<file path="config.mk">
export PLATFORM = sky130hd
export DESIGN_NAME = uart_receiver
export DESIGN_NICKNAME = d
export VERILOG_FILES = /design/src/rtl/uart_receiver.sv
export SDC_FILE = /design/constraint.sdc
export NUM_CORES = 1
export LEC_CHECK = 0
export BUFFER_PORTS_ARGS = -buffer_cell sky130_fd_sc_hd__buf_2
export CAP_MARGIN = 40
export CORE_ASPECT_RATIO = 2
export CORE_MARGIN = 1.5
export CORE_UTILIZATION = 50
export CTS_CLUSTER_DIAMETER = 60
export DETAILED_ROUTE_END_ITERATION = 8
export PLACE_DENSITY = 0.73
export REMOVE_ABC_BUFFERS = 1
export SLEW_MARGIN = 10
export SYNTH_ARGS = -nofsm -noshare
export SYNTH_HDL_FRONTEND = slang
export SYNTH_SLANG_ARGS = --single-unit
</file>
<file path="constraint.sdc">
create_clock -name clk -period 2.1 [get_ports clk]
set_clock_uncertainty 0.1 [all_clocks]
set_input_delay 0.105 -clock clk [delete_from_list [all_inputs] [get_ports clk]]
set_output_delay 0.105 -clock clk [all_outputs]
set_load 0.05 [all_outputs]
</file>
<file path="src/rtl/uart_receiver.sv">
// Parametrised UART receive engine: oversampled majority-vote bit recovery,
// optional parity, 1 or 2 stop bits, and valid/ack delivery with error status.
`timescale 1ns/1ps
module uart_receiver #(
  parameter int CLK_FREQ   = 100_000_000,
  parameter int BAUD_RATE  = 9_600,
  parameter int OVERSAMPLE = 16,
  parameter int DATA_BITS  = 8,
  parameter int PARITY     = 0,
  parameter int STOP_BITS  = 1
) (
  input  logic                 clk,
  input  logic                 reset_n,
  input  logic                 rxd,
  input  logic                 rx_ack,
  output logic [DATA_BITS-1:0] data,
  output logic                 rx_valid,
  output logic                 parity_err,
  output logic                 frame_err,
  output logic                 overrun,
  output logic                 busy
);

  localparam int DIV   = CLK_FREQ / (BAUD_RATE * OVERSAMPLE);
  localparam int DIV_W = (DIV > 2) ? $clog2(DIV) : 1;
  localparam int SMP_W = $clog2(OVERSAMPLE);

  localparam logic [DIV_W-1:0] DIV_LAST  = DIV_W'(DIV - 1);
  localparam logic [SMP_W-1:0] SMP_LAST  = SMP_W'(OVERSAMPLE - 1);
  localparam logic [SMP_W-1:0] SMP_PRE   = SMP_W'(OVERSAMPLE / 2 - 1);
  localparam logic [SMP_W-1:0] SMP_MID   = SMP_W'(OVERSAMPLE / 2);
  localparam logic [SMP_W-1:0] SMP_DEC   = SMP_W'(OVERSAMPLE / 2 + 1);
  localparam logic [3:0]       DATA_LAST = 4'(DATA_BITS - 1);
  localparam logic [3:0]       STOP_LAST = 4'(STOP_BITS - 1);
  localparam logic             PAR_ODD   = (PARITY == 1) ? 1'b1 : 1'b0;

  typedef enum logic [2:0] {
    ST_IDLE   = 3'd0,
    ST_START  = 3'd1,
    ST_DATA   = 3'd2,
    ST_PARITY = 3'd3,
    ST_STOP   = 3'd4
  } state_t;

  function automatic logic majority3(input logic a, input logic b, input logic c);
    return (a & b) | (a & c) | (b & c);
  endfunction

  function automatic logic parity_of(input logic [DATA_BITS-1:0] d, input logic odd);
    return (^d) ^ odd;
  endfunction

  state_t                 state_r;
  logic [1:0]             sync_r;
  logic [DIV_W-1:0]       div_cnt_r;
  logic [SMP_W-1:0]       smp_cnt_r;
  logic [3:0]             bit_cnt_r;
  logic                   smp_a_r;
  logic                   smp_b_r;
  logic [DATA_BITS-1:0]   shift_r;
  logic                   par_pend_r;
  logic                   frm_pend_r;

  logic rxd_s;
  logic tick_s;
  logic vote_s;
  logic decide_s;
  logic bit_end_s;
  logic exp_par_s;

  assign rxd_s     = sync_r[1];
  assign tick_s    = (div_cnt_r == DIV_LAST);
  assign vote_s    = majority3(smp_a_r, smp_b_r, rxd_s);
  assign decide_s  = tick_s && (smp_cnt_r == SMP_DEC);
  assign bit_end_s = tick_s && (smp_cnt_r == SMP_LAST);
  assign exp_par_s = parity_of(shift_r, PAR_ODD);

  // Two-flop synchroniser for the asynchronous serial line
  always_ff @(posedge clk or negedge reset_n) begin
    if (!reset_n) begin
      sync_r <= 2'b11;
    end else begin
      sync_r <= {sync_r[0], rxd};
    end
  end

  // Free-running oversample tick divider
  always_ff @(posedge clk or negedge reset_n) begin
    if (!reset_n) begin
      div_cnt_r <= '0;
    end else if (tick_s) begin
      div_cnt_r <= '0;
    end else begin
      div_cnt_r <= div_cnt_r + DIV_W'(1);
    end
  end

  // Frame FSM with sample capture and registered handshake outputs
  always_ff @(posedge clk or negedge reset_n) begin
    if (!reset_n) begin
      state_r    <= ST_IDLE;
      smp_cnt_r  <= '0;
      bit_cnt_r  <= 4'd0;
      smp_a_r    <= 1'b0;
      smp_b_r    <= 1'b0;
      shift_r    <= '0;
      par_pend_r <= 1'b0;
      frm_pend_r <= 1'b0;
      data       <= '0;
      rx_valid   <= 1'b0;
      parity_err <= 1'b0;
      frame_err  <= 1'b0;
      overrun    <= 1'b0;
      busy       <= 1'b0;
    end else begin
      if (rx_valid && rx_ack) begin
        rx_valid <= 1'b0;
        overrun  <= 1'b0;
      end
      if (tick_s && (state_r != ST_IDLE)) begin
        smp_cnt_r <= (smp_cnt_r == SMP_LAST) ? '0 : smp_cnt_r + SMP_W'(1);
        if (smp_cnt_r == SMP_PRE) smp_a_r <= rxd_s;
        if (smp_cnt_r == SMP_MID) smp_b_r <= rxd_s;
      end
      case (state_r)
        ST_IDLE: begin
          if (tick_s && !rxd_s) begin
            smp_cnt_r  <= '0;
            bit_cnt_r  <= 4'd0;
            par_pend_r <= 1'b0;
            frm_pend_r <= 1'b0;
            busy       <= 1'b1;
            state_r    <= ST_START;
          end
        end
        ST_START: begin
          if (decide_s && vote_s) begin
            busy    <= 1'b0;
            state_r <= ST_IDLE;
          end else if (bit_end_s) begin
            bit_cnt_r <= 4'd0;
            state_r   <= ST_DATA;
          end
        end
        ST_DATA: begin
          if (decide_s) shift_r <= {vote_s, shift_r[DATA_BITS-1:1]};
          if (bit_end_s) begin
            if (bit_cnt_r == DATA_LAST) begin
              bit_cnt_r <= 4'd0;
              state_r   <= (PARITY != 0) ? ST_PARITY : ST_STOP;
            end else begin
              bit_cnt_r <= bit_cnt_r + 4'd1;
            end
          end
        end
        ST_PARITY: begin
          if (decide_s) par_pend_r <= (vote_s != exp_par_s);
          if (bit_end_s) state_r <= ST_STOP;
        end
        ST_STOP: begin
          // Deliver at the last stop decision so the next start edge is not missed
          if (decide_s) begin
            if (bit_cnt_r == STOP_LAST) begin
              data       <= shift_r;
              parity_err <= par_pend_r;
              frame_err  <= frm_pend_r | ~vote_s;
              overrun    <= rx_valid & ~rx_ack;
              rx_valid   <= 1'b1;
              busy       <= 1'b0;
              state_r    <= ST_IDLE;
            end else begin
              frm_pend_r <= frm_pend_r | ~vote_s;
            end
          end else if (bit_end_s) begin
            bit_cnt_r <= bit_cnt_r + 4'd1;
          end
        end
        default: begin
          busy    <= 1'b0;
          state_r <= ST_IDLE;
        end
      endcase
    end
  end

endmodule

</file>
* Yosys cells after proc, flatten, opt, wreduce, memory -nomap -nowiden *
Cells that the tools add are included.

operators by class
  reductions and logical operators = 24
  muxes and demuxes = 41
  add/sub/neg operators = 3
  equal/unequal tests = 25
  bitwise logic cells = 10

operator list
  kind                                                              count
  4-bit 2-to-1 mux                                                  11
  2-bit inequality test (second input constant)                     13
  3-bit 2-to-1 mux                                                  8
  1-bit 2-to-1 mux                                                  16
  4-bit one-hot mux with 4 select lines                             1
  3-bit one-hot mux with 5 select lines                             1
  7-bit AND reduction                                               2
  4-bit == test (second input constant)                             3
  10-bit by 1-bit adder with 10-bit output (second input constant)  1
  10-bit == test (second input constant)                            1
  10-bit 2-to-1 mux                                                 1
  4-bit by 1-bit adder with 4-bit output (second input constant)    2
  4-bit by 3-bit == test with 1-bit output (second input constant)  2
  8-bit parity                                                      1
  3-bit by 2-bit == test with 1-bit output (second input constant)  2
  1-bit logical AND                                                 6
  2-bit AND reduction                                               3
  3-bit AND reduction                                               2
  5-bit AND reduction                                               1
  1-bit AND                                                         4
  4-bit zero test                                                   1
  1-bit one-hot mux with 2 select lines                             2
  1-bit one-hot mux with 4 select lines                             1
  4-bit AND reduction                                               1
  12 further kinds                                                  17

word-level totals
  output and inout port bits = 13
  flip-flop bits (word level) = 48
  word-level logic and storage cells = 119

* Depth between registers and ports, before layout *
Gate-level depths: netlist of the first run.

  depth after elaboration = 8
  mapped depth = 9
  gate-level depth less buffers = 7

* Worst setup path after synthesis of the first run *
OpenSTA, ideal clock, no wires.

  path kind = flip-flop to flip-flop
  from = reg bit_cnt_r[0]
  to = reg data[2]
  stages on the path, launching flop included = 8
  arrival time = 1.645 ns
  library setup time = 0.127 ns
  buffers on the path = 1
  required time = 1.873 ns
  setup slack = 0.228 ns
  cell sequence = dfrtp_1 > inv_1 > ha_1 > nor3b_1 > nand4_1 > nor2_2 > buf_6 > mux2_1

on the way
  word-level cells in the longest chain between the ends = 2

RTL lines
  item                                  RTL line  text
  from (decl)                           57        logic [3:0] bit_cnt_r;
  from (signal assigned)                152       bit_cnt_r <= bit_cnt_r + 4'd1;
  from (signal assigned)                175       bit_cnt_r <= bit_cnt_r + 4'd1;
  4-bit zero test                       163       if (bit_cnt_r == STOP_LAST) begin
  3-bit AND reduction (no source line)  --
  to (signal assigned)                  164       data <= shift_r;
  to (decl)                             16        output logic [DATA_BITS-1:0] data,

No other way between the ends.
A chain may end at the register's enable or synchronous reset.

* Worst setup path in the final report of the first run *
  from = reg div_cnt_r[8]
  to = reg bit_cnt_r[2]

on the way
  word-level cells in the longest chain between the ends = 5
  elaborated cells between the ends (all ways) = 12
  classes of those cells = 7 x eq/ne; 5 x reduce/logical

RTL lines
  item                                    RTL line  text
  from (decl)                             55        logic [DIV_W-1:0] div_cnt_r;
  from (signal assigned)                  94        div_cnt_r <= div_cnt_r + DIV_W'(1);
  10-bit == test *                        72        assign tick_s = (div_cnt_r == DIV_LAST);
  1-bit logical AND                       74        assign decide_s = tick_s && (smp_cnt_r == SMP_DEC);
  1-bit logical AND                       137       if (decide_s && vote_s) begin
  2-bit inequality test (no source line)  --
  7-bit AND reduction (no source line) *  --

Mark *: on every way between the ends. The rest lies on a longest branch, timed or not.

==> results of run 1 <==
==> how the worst min path moves through the flow <==
stage | slack, ns | endpoint
after floorplan | -0.29 | bit_cnt_r[0]
after global placement | 0.005 | shift_r[3]
after detailed placement | 0.02 | shift_r[2]
after CTS | 0.21 | shift_r[2]
after global routing | 0.25 | shift_r[2]
final | 0.20 | shift_r[2]
==> worst register-to-register path, delay by kind of cell, from the launching register on <==
kind             cells  cell delay [ns]
AO/OA/AOI/OAI        1             0.08
flip-flops           1             0.41
multiplexers         1             0.44
AND/OR/NAND/NOR      3             0.78
==> cell families after synthesis <==
kind of cell / share of synthesized area (%)
flip-flops: 48.7
XOR/XNOR: 5.67
buffers and inverters: 4.00
AND/OR/NAND/NOR: 17.1
AO/OA/AOI/OAI: 9.02
adder cells (fa/ha/maj): 4.41
multiplexers: 11.1
==> where the power goes <==
group | switching (mW) | leakage, nW | internal [mW]
Clock | 0.327 | 0.0583 | 0.359
Combinational | 0.0310 | 0.631 | 0.0117
Sequential | 0.00281 | 0.648 | 0.929
==> sequential cells by signal, summed over array words and instances, names as in the netlist, 2 cells and up <==
name	cells
bit_cnt_r	4
data	8
div_cnt_r	10
shift_r	8
smp_cnt_r	4
state_r	3
sync_r	2
==> layer usage <==
metal	track usage, %	share of wire [%]
met1	19.9	39
met3	2.78	2.0
met5	0	0
met2	34.0	55
met4	11.0	4.0
==> cell type report <==
type / instances / share of cell area, %
well taps: 57 / 2.55
inverters: 8 / 1.08
clock buffers: 5 / 2.47
repair buffers: 30 / 6.90
flip-flops and latches: 48 / 43.1
clock inverters: 3 / 1.70
multi-input cells: 151 / 42.2
==> layout by cell type, fill, tap and decap left out, types with 6 or more instances in the layout <==
master and n:
buf_4 11, mux2_4 8, ha_1 7, buf_2 16, nand3_1 7, mux2_1 11
xnor2_1 13, nor2_1 17, o21ai_1 6, nand2_1 12, dfrtp_1 46, inv_1 8
==> repair_timing <==
action | in CTS | in global routing
endpoints found under the setup margin | 0 | 5
hold buffers | 3 | 0
resized for setup | 0 | 2
hold endpoints to repair | 25 | 0
==> through the flow <==
step	utilization [%]	hold slack (ns)	instance area (sq um)	total power, mW	cells
2_1_floorplan	-	-0.291	2400	0.960	207
3_3_place_gp	54.7	0.00546	2640	0.988	291
3_5_place_dp	54.7	0.0155	2640	0.989	291
4_1_cts	57.7	0.210	2780	1.68	302
5_1_grt	57.9	0.246	2790	1.71	302
6_report	57.9	0.203	2790	1.66	302
==> summary.txt, run 1 <==
Global route
  • Largest net degree at the start of global routing: 25
  • Vias in the first global route: 1,622
  • GRT Util Overall: 18.9%
  • Global-route wire length before repair: 7460 um
  • GR Overflow Total: 0
  • Antenna violations before repair: 0

Synth
  • Count leader, synth: dfrtp_1
  • Syn avg cell area: 11.5 sq um
  • Ys async rst share: 100%
  • Flops & latches, synth: 48
  • Syn Std Cell Area: 2470 sq um
  • Yosys top cell area share: 46.6%
  • EDFF count, synth: 0
  • Yosys cell types: 54
  • Cells after Synth: 215
  • Post-synth top flop: dfrtp_1
  • Sequential share of the synthesized area: 48.7%
  • Ys Warns: 0
  • Commonest cells in the netlist: dfrtp_1 (46), nor2_1 (17), xnor2_1 (13)
  • Largest cells by area after synthesis: dfrtp_1 (47%), mux2_1 (5.0%), mux2_4 (4.9%)
  • Post-synth top area cell: dfrtp_1

Placed design
  • PortBufs: 16
  • Global placement routability congestion: 0.854
  • HPWL after DPL: 3500 um
  • Pre-CTS setup slack: 0.0582 ns

Critical path
  • Crit end category: register
  • Crit path depth: 5
  • Crit start category: register
  • Worst Setup SP: div_cnt_r[8]
  • WP data arrival: 2.01 ns
  • FF-to-FF setup slack: 0.17 ns
  • Crit path cell chain: and4bb_4 > nand4_4 > mux2i_1 > or2_4 > o21ai_1
  • WP data required: 2.18 ns
  • Setup Crit Path Kind: register to register
  • CP bufs+invs: 0
  • CP max-delay cell: mux2i_1
  • CP max stage delay: 0.44 ns
  • FF-to-FF path depth: 5
  • Crit path max fanout: 8
  • Worst reg2reg path startpoint: div_cnt_r[8]
  • CP top delay family: simple AND/OR/NAND/NOR gates
  • Worst R2R End: bit_cnt_r[2]
  • CP endpoint: bit_cnt_r[2]

Timing
  • Slew Limit Fails: 0
  • Period utilization: 92.0%
  • Setup slack after layout: 0.168 ns
  • Minimum clock period after layout: 1.93 ns
  • Relative slew slack: 64.7%
  • Sum Neg Setup Slack: 0 ns
  • Setup violations, final: 0
  • Hold Fails Final Rpt: 0
  • RSZ-0062 raised after global routing: no
  • Fmax: 0.518 GHz
  • Worst Tran Pin Value: 0.530 ns

Clock network
  • Worst-Skew Late Latency: 0.31 ns
  • Clock Sinks: 48
  • Clock buffer count from CTS: 5
  • CTS HTree Levels: 2
  • Root buf cell: clkbuf_8
  • Worst-case clock buffer depth: 2
  • TritonCTS clock tree: yes
  • Clk slew on worst S/H paths: 0.10 ns
  • Post-CTS Setup Repair Bufs: 0

Die
  • Top Ports: 17
  • Die X: 52.7 um
  • Rows: 36
  • Core Area: 4820 sq um
  • DIE AREA: 5400 sq um
  • Initial Util: 51.2%
  • Die height: 102 um

Finish
  • Reg area: 1200 sq um
  • Share of cells above drive strength 1: 23.3%
  • Filler cell count: 401
  • # diodes: 0
  • Area taken by multi-input logic gates: 1180 sq um
  • Area Overhead vs Synth: 13.0%
  • Final net count: 255

Power and ir drop
  • Static Leakage: 1.34 nW
  • Peak supply drop: 0.488 mV
  • Power per cell area: 595 nW/um^2

Drt
  • Total wire length: 4610 um
  • Initial DRT Pass Iterations: 4
  • Vias: 1,686
  • DRC violations left: 0
  • DR iter-0 viols: 25
  • WL per Instance: 15.3 um
  • Vias per inst: 5.58
  • Post-route ant nets: 0

Worst hold path
  • Worst hold path class: input port to async pin

Flow run
  • Maxcap violations: 0

Outcome
  • Status: completed
No activity file was read; power rests on OpenSTA's default activity.
==> run 2: changes to the inputs <==
==> constraint.sdc (replaced) <==
create_clock -name clk -period 2.1 [get_ports clk]
set_clock_uncertainty 0.1 [all_clocks]
set_input_delay 0.315 -clock clk [delete_from_list [all_inputs] [get_ports clk]]
set_output_delay 0.315 -clock clk [all_outputs]
set_load 0.05 [all_outputs]
==> run 2 against run 1 <==
  * Combinational power shrank 1%
  * Sequential power is essentially flat
  * Global-route usage grew 0.26 points
  * Non-clock buffer count shrank 2
  * Fmax shrank 0.31%
  * Critical path depth shrank 1
  * First-iteration DRC count shrank 20%
  * Flip-flop and latch count is the same
  * Cell count shrank 0.66%
  * Via count grew 1.1%
  * Core utilization shrank 0.49 points
  * Count of clock-buffer cells in the layout grew 1
  * Critical path type unchanged
  * Critical endpoint is now shift_r[7]
  * Highest routed layer unchanged
==> summary.txt, run 2 (synthesis gave the netlist of run 1 again) <==
Finish
  • Max reg flops: 10
  • Filler cell count: 399
  • Area Overhead vs Synth: 12.1%
  • Reg area: 1200 sq um
  • Area taken by multi-input logic gates: 1180 sq um
  • Most frequent cells in the layout: dfrtp_1 (46), nor2_1 (17), buf_2 (16), xnor2_1 (13), nand2_1 (12)
  • Largest regs: div_cnt_r: 10 flops, data: 8 flops, shift_r: 8 flops
  • # diodes: 0
  • Most flop-heavy register: div_cnt_r
  • Post-Layout Cell Count: 300
  • Commonest non-fill, non-tap cell in the layout: dfrtp_1
  • Share of cells above drive strength 1: 23.0%
  • Final net count: 253

Timing
  • Setup violations, final: 0
  • Relative slew slack: 63.4%
  • Minimum clock period after layout: 1.94 ns
  • Worst Tran Pin Value: 0.548 ns
  • RSZ-0062 raised after global routing: no
  • Hold Fails Final Rpt: 0
  • Final hold slack: 0.109 ns
  • Sum Neg Setup Slack: 0 ns
  • Slew Limit Fails: 0
  • Period utilization: 92.3%
  • Fmax: 0.516 GHz

Clock network
  • Post-CTS Setup Repair Bufs: 0
  • Root buf cell: clkbuf_8
  • Worst-Skew Late Latency: 0.31 ns
  • Clk slew on worst S/H paths: 0.09 ns
  • TritonCTS clock tree: yes
  • Clock buffer count from CTS: 5
  • CTS HTree Levels: 2
  • Worst-case clock buffer depth: 2
  • Clock Sinks: 48

Critical path
  • Crit start category: register
  • Crit path max fanout: 15
  • Setup Crit Path Kind: register to register
  • FF-to-FF path depth: 4
  • Crit end category: register
  • WP data required: 2.20 ns
  • WP data arrival: 2.04 ns

Power and ir drop
  • Peak supply drop: 0.573 mV
  • Static Leakage: 1.32 nW
  • Power per cell area: 568 nW/um^2

Die
  • Rows: 36
  • Initial Util: 51.2%
  • Top Ports: 17
  • Die X: 52.7 um
  • Core Area: 4820 sq um
  • Die height: 102 um
  • DIE AREA: 5400 sq um

Drt
  • Vias: 1,704
  • Vias per inst: 5.68
  • DR iter-0 viols: 20
  • DRC violations left: 0
  • Total wire length: 4690 um
  • WL per Instance: 15.6 um
  • Post-route ant nets: 0
  • Initial DRT Pass Iterations: 4

Placed design
  • PortBufs: 16
  • Global placement routability congestion: 0.852
  • HPWL after DPL: 3420 um
  • Placed cells: 290

Global route
  • GR Overflow Total: 0
  • Largest net degree at the start of global routing: 27
  • Vias in the first global route: 1,721
  • Global-route wire length before repair: 7600 um
  • GRT Util Overall: 19.2%
  • Antenna violations before repair: 0

Worst hold path
  • Hold Crit Depth: 2
  • Worst hold path class: input port to register

Flow run
  • Maxcap violations: 0

Outcome
  • Status: completed
## run 2: worst paths after layout
path / from / end / slack (ns)
max: state_r[2] / shift_r[7] / 0.16
min in group asynchronous: reset_n / shift_r[3] / 0.42
max reg2reg: state_r[2] / shift_r[7] / 0.16
max in group asynchronous: reset_n / sync_r[0] / 0.88
min reg2reg: sync_r[0] / sync_r[1] / 0.26
min: rx_ack / overrun / 0.11
## run 2: where the power goes
group / internal (mW) / leakage (nW) / switching [mW] / total, mW
sequential: 0.929 / 0.648 / 0.00284 / 0.931
combinational: 0.0118 / 0.627 / 0.0303 / 0.0421
clock: 0.267 / 0.0434 / 0.331 / 0.598
## run 2: metal layers
layer  wire (um)  global-route usage (%)  vias up
met1        1750                    19.0      845
met5           0                       0        -
li1            -                       -      811
met4         191                    12.4        0
met2        2610                    34.1       34
met3         142                    4.39       14
## run 2: per-stage QoR
step | setup slack, ns | cell area [sq um] | total power [mW] | util, %
global placement | 0.160 | 2640 | 0.989 | 54.8
floorplan | 0.110 | 2400 | 0.960 | -
global route | 0.0286 | 2770 | 1.62 | 57.4
finish | 0.162 | 2770 | 1.57 | 57.4
CTS | 0.0754 | 2760 | 1.58 | 57.2
detailed placement | 0.115 | 2640 | 0.990 | 54.8
## run 2: repair_timing
action                     in CTS  in global routing
gates resized for setup         0                  2
hold endpoints to repair       23                  0
setup endpoints to repair       0                 11
hold buffers                    2                  0
## run 2: worst max-delay path: stages (launching register included)
cell and delay [ns]:
dfrtp_1 0.56, nand2b_1 0.30, nor2_1 0.22, and3_4 0.33
mux2_4 0.32
## run 2: final cells by class
cell class                 instances  share of cell area (%)
sequential                        48                    43.5
multi-input combinational        151                    42.5
timing repair buffer              28                    6.78
clock buffer                       6                    2.98
tap                               57                    2.58
inverter                           8                    1.08
clock inverter                     2                   0.542
